**src/rtl/usb_crc_serial_if.sv**
```systemverilog
// Handshake and status bundle for the serial USB CRC engine.
// The master side drives the bit stream and consumes the emitted CRC bits.
interface usb_crc_serial_if #(
    parameter int WIDTH = 5
);
    logic             start;
    logic             bit_in;
    logic             bit_valid;
    logic             append;
    logic             out_bit;
    logic             out_valid;
    logic             out_ready;
    logic             out_last;
    logic             busy;
    logic [WIDTH-1:0] crc;
    logic             residue_ok;

    modport master (
        output start, bit_in, bit_valid, append, out_ready,
        input  out_bit, out_valid, out_last, busy, crc, residue_ok
    );

    modport slave (
        input  start, bit_in, bit_valid, append, out_ready,
        output out_bit, out_valid, out_last, busy, crc, residue_ok
    );
endinterface

```
**src/rtl/usb_crc_serial.sv**
```systemverilog
// Serial CRC engine for the USB bitstream: accumulates LSB-first packet bits,
// emits the inverted CRC MSB-first under ready/valid, and checks the residue.
module usb_crc_serial #(
    parameter int               WIDTH   = 5,
    parameter logic [WIDTH-1:0] POLY    = 5'h05,
    parameter logic [WIDTH-1:0] INIT    = '1,
    parameter logic [WIDTH-1:0] RESIDUE = 5'h0C
) (
    input logic             clk,
    input logic             rst_b,
    usb_crc_serial_if.slave bus
);
    localparam int CW = $clog2(WIDTH);

    typedef enum logic [1:0] {
        IDLE,
        ACCUM,
        EMIT
    } state_t;

    state_t           r_state;
    state_t           w_stateNext;
    logic [WIDTH-1:0] r_crc;
    logic [WIDTH-1:0] r_shift;
    logic [CW-1:0]    r_cnt;
    logic [WIDTH-1:0] w_crcNext;
    logic [WIDTH-1:0] w_shiftNext;
    logic [WIDTH-1:0] w_crcAcc;
    logic [CW-1:0]    w_cntNext;
    logic             w_fire;

    function automatic logic [WIDTH-1:0] crcStep(input logic [WIDTH-1:0] c, input logic b);
        logic fb;
        fb = c[WIDTH-1] ^ b;
        return {c[WIDTH-2:0], 1'b0} ^ (fb ? POLY : '0);
    endfunction

    assign w_fire = (r_state == EMIT) && bus.out_ready;

    always_ff @(posedge clk) begin
        if (!rst_b) begin
            r_state <= IDLE;
            r_crc   <= INIT;
            r_shift <= '0;
            r_cnt   <= '0;
        end else begin
            r_state <= w_stateNext;
            r_crc   <= w_crcNext;
            r_shift <= w_shiftNext;
            r_cnt   <= w_cntNext;
        end
    end

    // A bit arriving together with append is folded in before the shift register loads.
    always_comb begin
        w_stateNext = r_state;
        w_crcNext   = r_crc;
        w_shiftNext = r_shift;
        w_cntNext   = r_cnt;
        w_crcAcc    = bus.bit_valid ? crcStep(r_crc, bus.bit_in) : r_crc;
        case (r_state)
            IDLE: begin
                if (bus.start) begin
                    w_stateNext = ACCUM;
                    w_crcNext   = INIT;
                end
            end
            ACCUM: begin
                if (bus.start) begin
                    w_crcNext = INIT;
                end else begin
                    w_crcNext = w_crcAcc;
                    if (bus.append) begin
                        w_stateNext = EMIT;
                        w_shiftNext = ~w_crcAcc;
                        w_cntNext   = CW'(WIDTH - 1);
                    end
                end
            end
            EMIT: begin
                if (w_fire) begin
                    w_shiftNext = {r_shift[WIDTH-2:0], 1'b0};
                    w_crcNext   = crcStep(r_crc, r_shift[WIDTH-1]);
                    w_cntNext   = r_cnt - 1'b1;
                    if (r_cnt == '0) begin
                        w_stateNext = IDLE;
                    end
                end
            end
            default: begin
                w_stateNext = IDLE;
            end
        endcase
    end

    assign bus.out_valid  = (r_state == EMIT);
    assign bus.out_bit    = (r_state == EMIT) && r_shift[WIDTH-1];
    assign bus.out_last   = (r_state == EMIT) && (r_cnt == '0);
    assign bus.busy       = (r_state != IDLE);
    assign bus.crc        = r_crc;
    assign bus.residue_ok = (r_crc == RESIDUE);
endmodule

```
**src/flat_wrapper.sv**
```systemverilog
// flat-port wrapper written by rule: the top's interface ports become plain ports
module usb_crc_serial_flat 
#(
    parameter int               WIDTH   = 5,
    parameter logic [WIDTH-1:0] POLY    = 5'h05,
    parameter logic [WIDTH-1:0] INIT    = '1,
    parameter logic [WIDTH-1:0] RESIDUE = 5'h0C
)
  (clk, rst_b, bus_start, bus_bit_in, bus_bit_valid, bus_append, bus_out_ready, bus_out_bit, bus_out_valid, bus_out_last, bus_busy, bus_crc, bus_residue_ok);
  usb_crc_serial_if #(.WIDTH(WIDTH)) bus_i ();
  input logic clk;
  input logic rst_b;
  input wire logic [$bits(bus_i.start)-1:0] bus_start;
  input wire logic [$bits(bus_i.bit_in)-1:0] bus_bit_in;
  input wire logic [$bits(bus_i.bit_valid)-1:0] bus_bit_valid;
  input wire logic [$bits(bus_i.append)-1:0] bus_append;
  input wire logic [$bits(bus_i.out_ready)-1:0] bus_out_ready;
  output wire logic [$bits(bus_i.out_bit)-1:0] bus_out_bit;
  output wire logic [$bits(bus_i.out_valid)-1:0] bus_out_valid;
  output wire logic [$bits(bus_i.out_last)-1:0] bus_out_last;
  output wire logic [$bits(bus_i.busy)-1:0] bus_busy;
  output wire logic [$bits(bus_i.crc)-1:0] bus_crc;
  output wire logic [$bits(bus_i.residue_ok)-1:0] bus_residue_ok;
  assign bus_i.start = bus_start;
  assign bus_i.bit_in = bus_bit_in;
  assign bus_i.bit_valid = bus_bit_valid;
  assign bus_i.append = bus_append;
  assign bus_i.out_ready = bus_out_ready;
  assign bus_out_bit = bus_i.out_bit;
  assign bus_out_valid = bus_i.out_valid;
  assign bus_out_last = bus_i.out_last;
  assign bus_busy = bus_i.busy;
  assign bus_crc = bus_i.crc;
  assign bus_residue_ok = bus_i.residue_ok;
  usb_crc_serial #(.WIDTH(WIDTH), .POLY(POLY), .INIT(INIT), .RESIDUE(RESIDUE)) u_core (.clk(clk), .rst_b(rst_b), .bus(bus_i));
endmodule
```
**config.mk**
```make
export PLATFORM = sky130hd
export DESIGN_NAME = usb_crc_serial_flat
export DESIGN_NICKNAME = d
export VERILOG_FILES = /design/src/rtl/usb_crc_serial_if.sv /design/src/rtl/usb_crc_serial.sv /design/src/flat_wrapper.sv
export SDC_FILE = /design/constraint.sdc
export NUM_CORES = 1
export LEC_CHECK = 0
export BUFFER_PORTS_ARGS = -buffer_cell sky130_fd_sc_hd__buf_2
export CORE_MARGIN = 2
export CORE_UTILIZATION = 54
export CTS_CLUSTER_SIZE = 40
export DETAILED_ROUTE_END_ITERATION = 7
export PLACE_DENSITY = 0.78
export SETUP_SLACK_MARGIN = 0.5
export SLEW_MARGIN = 20
export SYNTH_ARGS = -nofsm -noshare
export SYNTH_HDL_FRONTEND = slang
export SYNTH_SLANG_ARGS = --single-unit
```
**constraint.sdc**
```tcl
create_clock -name clk -period 1.75 [get_ports clk]
set_input_delay 0.175 -clock clk [delete_from_list [all_inputs] [get_ports clk]]
set_output_delay 0.175 -clock clk [all_outputs]
set_load 0.1 [all_outputs]
```
# Yosys cells after proc, flatten, opt, wreduce, memory -nomap -nowiden
# Index checks and enable logic that the tools add are counted.
# Widths: inputs -> output; s select.
[totals]
regBits = 15
word_cells = 50
in_bits = 7
[op_classes]
eq_ne = 8
n_addsub = 1
reduce_logical = 11
bitwise_logic = 5
n_mux = 21
[op_table]
columns = ["operator", "n"]
rows = [
  ["$mux 5", 7],
  ["$mux 3", 5],
  ["$pmux 5 s3", 1],
  ["$mux 2", 5],
  ["$pmux 5 s2", 1],
  ["$xor 5x5->5", 2],
  ["$ne 2x2->1 const B", 3],
  ["$pmux 2 s3", 1],
  ["$pmux 3 s2", 1],
  ["$eq 5x4->1 const B", 1],
  ["$not 5->5", 1],
  ["$reduce_and 5->1", 1],
  ["$ne 2x1->1 const B", 2],
  ["$reduce_and 4->1", 1],
  ["$reduce_bool 2->1", 2],
  ["$logic_and 1x1->1", 3],
  ["$logic_not 3->1", 1],
  ["$reduce_and 3->1", 1],
  ["$reduce_bool 3->1", 1],
  ["$sub 3x1->3 const B", 1],
  ["$eq 2x1->1 const B", 1],
  ["$eq 2x2->1 const B", 1],
  ["$logic_not 2->1", 1],
  ["$xor 1x1->1", 2],
]

# Depth between registers and ports, before layout
[logic_depth]
word_depth = 8
depth_mapped = 7
ltp_nobuf = 6

# Worst setup path before layout
# OpenSTA, ideal clock, no wires.
[synth_path]
path_kind = "register -> output"
from = "register u_core.r_crc[3] (netlist: u_core.bus.crc[3])"
to = "output bus_residue_ok"
t_required_ns = 1.575
path_stages_with_launch = 3
path_slack_ns = -2.374
arrival_ns = 3.949
path_cell_list = "dfxtp_1 > nand2_1 > nor4_1"
[synth_via]
elab_chain_len = 1
[synth_lines]
columns = ["element", "line_no", "rtl"]
rows = [
  ["from (decl)", "usb_crc_serial.sv:23", "logic [WIDTH-1:0] r_crc;"],
  ["from (signal assigned)", "usb_crc_serial.sv:48", "r_crc <= w_crcNext;"],
  ["$eq 5x4->1", "usb_crc_serial.sv:101", "assign bus.residue_ok = (r_crc == RESIDUE);"],
  ["to (decl)", "flat_wrapper.sv:23", "output wire logic [$bits(bus_i.residue_ok)-1:0] bus_residue_ok;"],
]
# Every way passes these cells.

# Worst setup path after layout
[layout_path]
from = "register u_core.r_state[0]"
to = "register u_core.r_crc[4] (netlist: u_core.bus.crc[4])"
[layout_via]
elab_chain_len = 4
word_cells_on_any_way = 9
classes_between = "eq/ne: 4; mux: 1; reduce/logical: 4"
[layout_lines]
columns = ["element", "line_no", "rtl"]
rows = [
  ["from (decl)", "usb_crc_serial.sv:21", "state_t r_state;"],
  ["from (signal assigned)", "usb_crc_serial.sv:47", "r_state <= w_stateNext;"],
  ["$eq 2x2->1", "usb_crc_serial.sv:38, usb_crc_serial.sv:61", ""],
  ["$logic_and 1x1->1", "usb_crc_serial.sv:38", "assign w_fire = (r_state == EMIT) && bus.out_ready;"],
  ["$ne 2x1->1 (no line)", "--", ""],
  ["$reduce_and 3->1 (no line)", "--", ""],
]
# Several ways; a longest one is shown, not always the timed one.
# A chain may end at the register's enable or synchronous reset.

==> run_results.csv <==
group,metric,value,unit
floorplan,die_w,46.65,um
synthesis,synth-edff-count,0,
clock_tree,cts_sinks,15,
synthesis,synth_common_cells,"17 x o21ai_0, 15 x dfxtp_1, 11 x nand2_1",
routing,dr_total_vias,1196,
sta,fin_crit,1.643,ns
sta,period_share,93.91,%
setup_path,r2r_setup_slack,0.11,ns
setup_path,worst-path-max-fanout,5,
setup_path,crit_type,"flip-flop to flip-flop",
final_layout,final_layout_size_suffix_gt1_share,58.13,%
setup_path,crit_buf_inv,4,
floorplan,die-area,0.002176,sq mm
setup_path,r2r-start,"u_core.r_state[0]$_SDFFE_PN0P_",
floorplan,initial_core_util,56.88,%
setup_path,crit_path_top_delay_cell,"dfxtp_4",
final_layout,nFillCells,46,
grt,antenna_found_initial,0,
min_path,hold_path.class,"input port to flip-flop",
min_path,whs_path_depth,2,
sta,setup_tns,0,ns
clock_tree,numCtsBuffers,3,
final_layout,syn_to_final_growth,68.28,%
routing,remaining_drc_errors,0,
grt,grt_pass1_wl,5492,um
synthesis,synth_largest_area_cell,"dfxtp_1",
clock_tree,cts_max_level,1,
setup_path,ff2ff_path_depth,8,
routing,firstDrtPassIters,4,
setup_path,crit_path_cell_trace,"inv_4 -> ha_4 -> buf_4 -> buf_4 -> buf_4 -> nand2_1 -> and4_1 -> o21ai_1",
synthesis,synth_most_common_cell,"o21ai_0",
routing,avgViaCountPerCell,6.465,
setup_path,critPathMaxStageDelay,0.37,ns
grt,grt_pass1_vias,1087,
setup_path,arrival,1.86,ns
floorplan,io_pins,17,
grt,overflow,0,
grt,groute.usage.overall,37.22,%
sta,skew,0.006018,ns
synthesis,synth_area,982.2,sq um
synthesis,syn_inst,120,
setup_path,crit_required,1.96,ns
sta,finalSetupViolations,0,
setup_path,crit_family,"buffers and inverters",
routing,totalWireLength,4495,um
power,ir_drop,1628,uV
place,dpl.hpwl,1711,um
floorplan,fp.dieH,46.65,um
sta,relSlewSlack,73.21,%
routing,wl_per_cell,24.30,um
setup_path,path_common_cell,"buf_4",
sta,rsz0062_at_grt,"yes",
sta,hold_viol_final,0,
job,max_cap_violations,0,
synthesis,synth_seq_cells,15,
floorplan,core_area,0.001727,sq mm
synthesis,synth_ff_type,"dfxtp_1",
min_path,min_to,"u_core.bus.crc[3]$_SDFFE_PN1P_",
synthesis,syn-num-nets,134,
place,placed_area,0.001191,sq mm
clock_tree,cts_buffer_depth,2,
clock_tree,cts-root-buf,"clkbuf_4",
routing,drt_iter0_markers,62,
setup_path,crit_cells,8,
synthesis,ys_types,31,
setup_path,startpoint,"u_core.r_state[0]$_SDFFE_PN0P_",
grt,grt_max_degree,12,
clock_tree,holdBufCountCts,0,
setup_path,endpoint_kind,"flip-flop",
power,p_per_area,1982,mW/mm^2
final_layout,diodes,0,
sta,timing.fmax,0.6085,GHz
setup_path,cp-start-kind,"flip-flop",
min_path,hp-start,"rst_b",
setup_path,rr_endpoint,"u_core.bus.crc[4]$_SDFFE_PN1P_",
sta,slew_viol_final,0,
synthesis,yosysSeqAreaShare,30.57,%
synthesis,synth_top_area_share,30.57,%
synthesis,synth_warnings,0,
final_layout,nNetsFinal,175,
clock_tree,path_clk_slew,0.10,ns
place,io_buffers,16,
power,leakage,0.6696,nW
final_layout,post-route-cell-area,0.001653,sq mm
synthesis,synth_area_per_cell,8.185,sq um
routing,ant_nets,0,
place,place.gp.congestion,0.8366,
clock_tree,clk_latency,0.30,ns
floorplan,rows,15,
synthesis,synthTopCellsByArea,"dfxtp_1 31%, ha_1 8.9%, o21ai_0 8.7%, a21oi_1 4.6%, mux2_2 4.6%",
sta,worst_hold_slack,0.2133,ns
sta,worstMarginPinSlew,0.3969,ns
synthesis,synthArstFlopShare,0,%
outcome,status,"complete, no violations",
clock_tree,cts_tree,"built",
[where the power goes]
group          internal [mW]  switching, mW  total, mW  leakage, nW
sequential             0.489          0.159      0.648        0.123
combinational           1.00           1.40       2.41        0.531
clock                 0.0890          0.131      0.220       0.0150
total                   1.58           1.69       3.28        0.670
[timing repair]
item,CTS,global route
endpoints found under the hold margin,0,0
endpoints found under the setup margin,25,23
pin swaps,11,11
gates resized for setup,41,25
buffers inserted,22,1
[per-layer routing]
metal	share of wire (%)	up-vias	GRT usage [%]	wire length, um
li1	-	510	-	-
met1	36	542	46.21	1611
met2	47	101	58.89	2131
met3	8.5	43	9.020	384
met4	8.2	0	20.00	367
met5	0	-	0	0
[metrics by stage]
step / power [mW] / cells / setup slack, ns / utilization (%)
2_1_floorplan: 1.829 / 120 / -0.1866 / -
3_3_place_gp: 2.025 / 158 / 0.1958 / 68.99
3_5_place_dp: 2.068 / 158 / 0.08452 / 68.99
4_1_cts: 2.898 / 184 / 0.2435 / 90.22
5_1_grt: 3.376 / 185 / -0.002156 / 95.72
6_report: 3.276 / 185 / 0.1066 / 95.72
[layout by cell type (no fill, tap or decap), drive strengths merged, types with 2 or more instances in the layout]
cell,n
o211a,3
dfxtp,15
or3,2
ha,7
a21oi,9
o211ai,3
nand2,11
nor3,2
a21o,2
xor2,3
and4,4
buf,42
nor2,6
o21ai,17
nand3,3
mux2,4
nor2b,2
nand2b,3
inv,7
clkbuf,4
[kinds of logic after synthesis]
family	share of synthesized area, %
AOI/OAI and AO/OA	23.69
and+or+nand+nor	21.15
DFF	30.57
buffers and inverters	6.115
adders and majority gates	8.917
xor gates and xnor gates	4.968
muxes	4.586
[area by class of cell]
type / count / area (sq um) / share of cell area (%)
clock buffers: 4 / 26.28 / 1.590
inverters: 8 / 38.79 / 2.347
multi-input cells: 91 / 822.0 / 49.73
flip-flops and latches: 15 / 321.6 / 19.45
well taps: 25 / 31.28 / 1.893
repair buffers: 42 / 412.9 / 24.98
[how the worst max path moves through the flow]
stage,end
floorplan,bus_residue_ok
global placement,u_core.bus.crc[2]$_SDFFE_PN1P_
detailed placement,u_core.bus.crc[1]$_SDFFE_PN1P_
CTS,bus_out_last
global route,u_core.bus.crc[4]$_SDFFE_PN1P_
finish,u_core.bus.crc[4]$_SDFFE_PN1P_
[state kept, by name, summed over array words and instances (netlist names)]
signal / cells
u_core.r_state: 2
u_core.r_shift: 5
u_core.bus.crc: 5
u_core.r_cnt: 3
[worst reg2reg max path: cells and delay by family (launching register included)]
family | cells | cell delay, ns
AOI/OAI and AO/OA | 1 | 0.21
adders and majority gates | 1 | 0.18
buffers and inverters | 4 | 0.49
DFF | 1 | 0.37
and+or+nand+nor | 2 | 0.31
(Power assumes the default switching activity.)
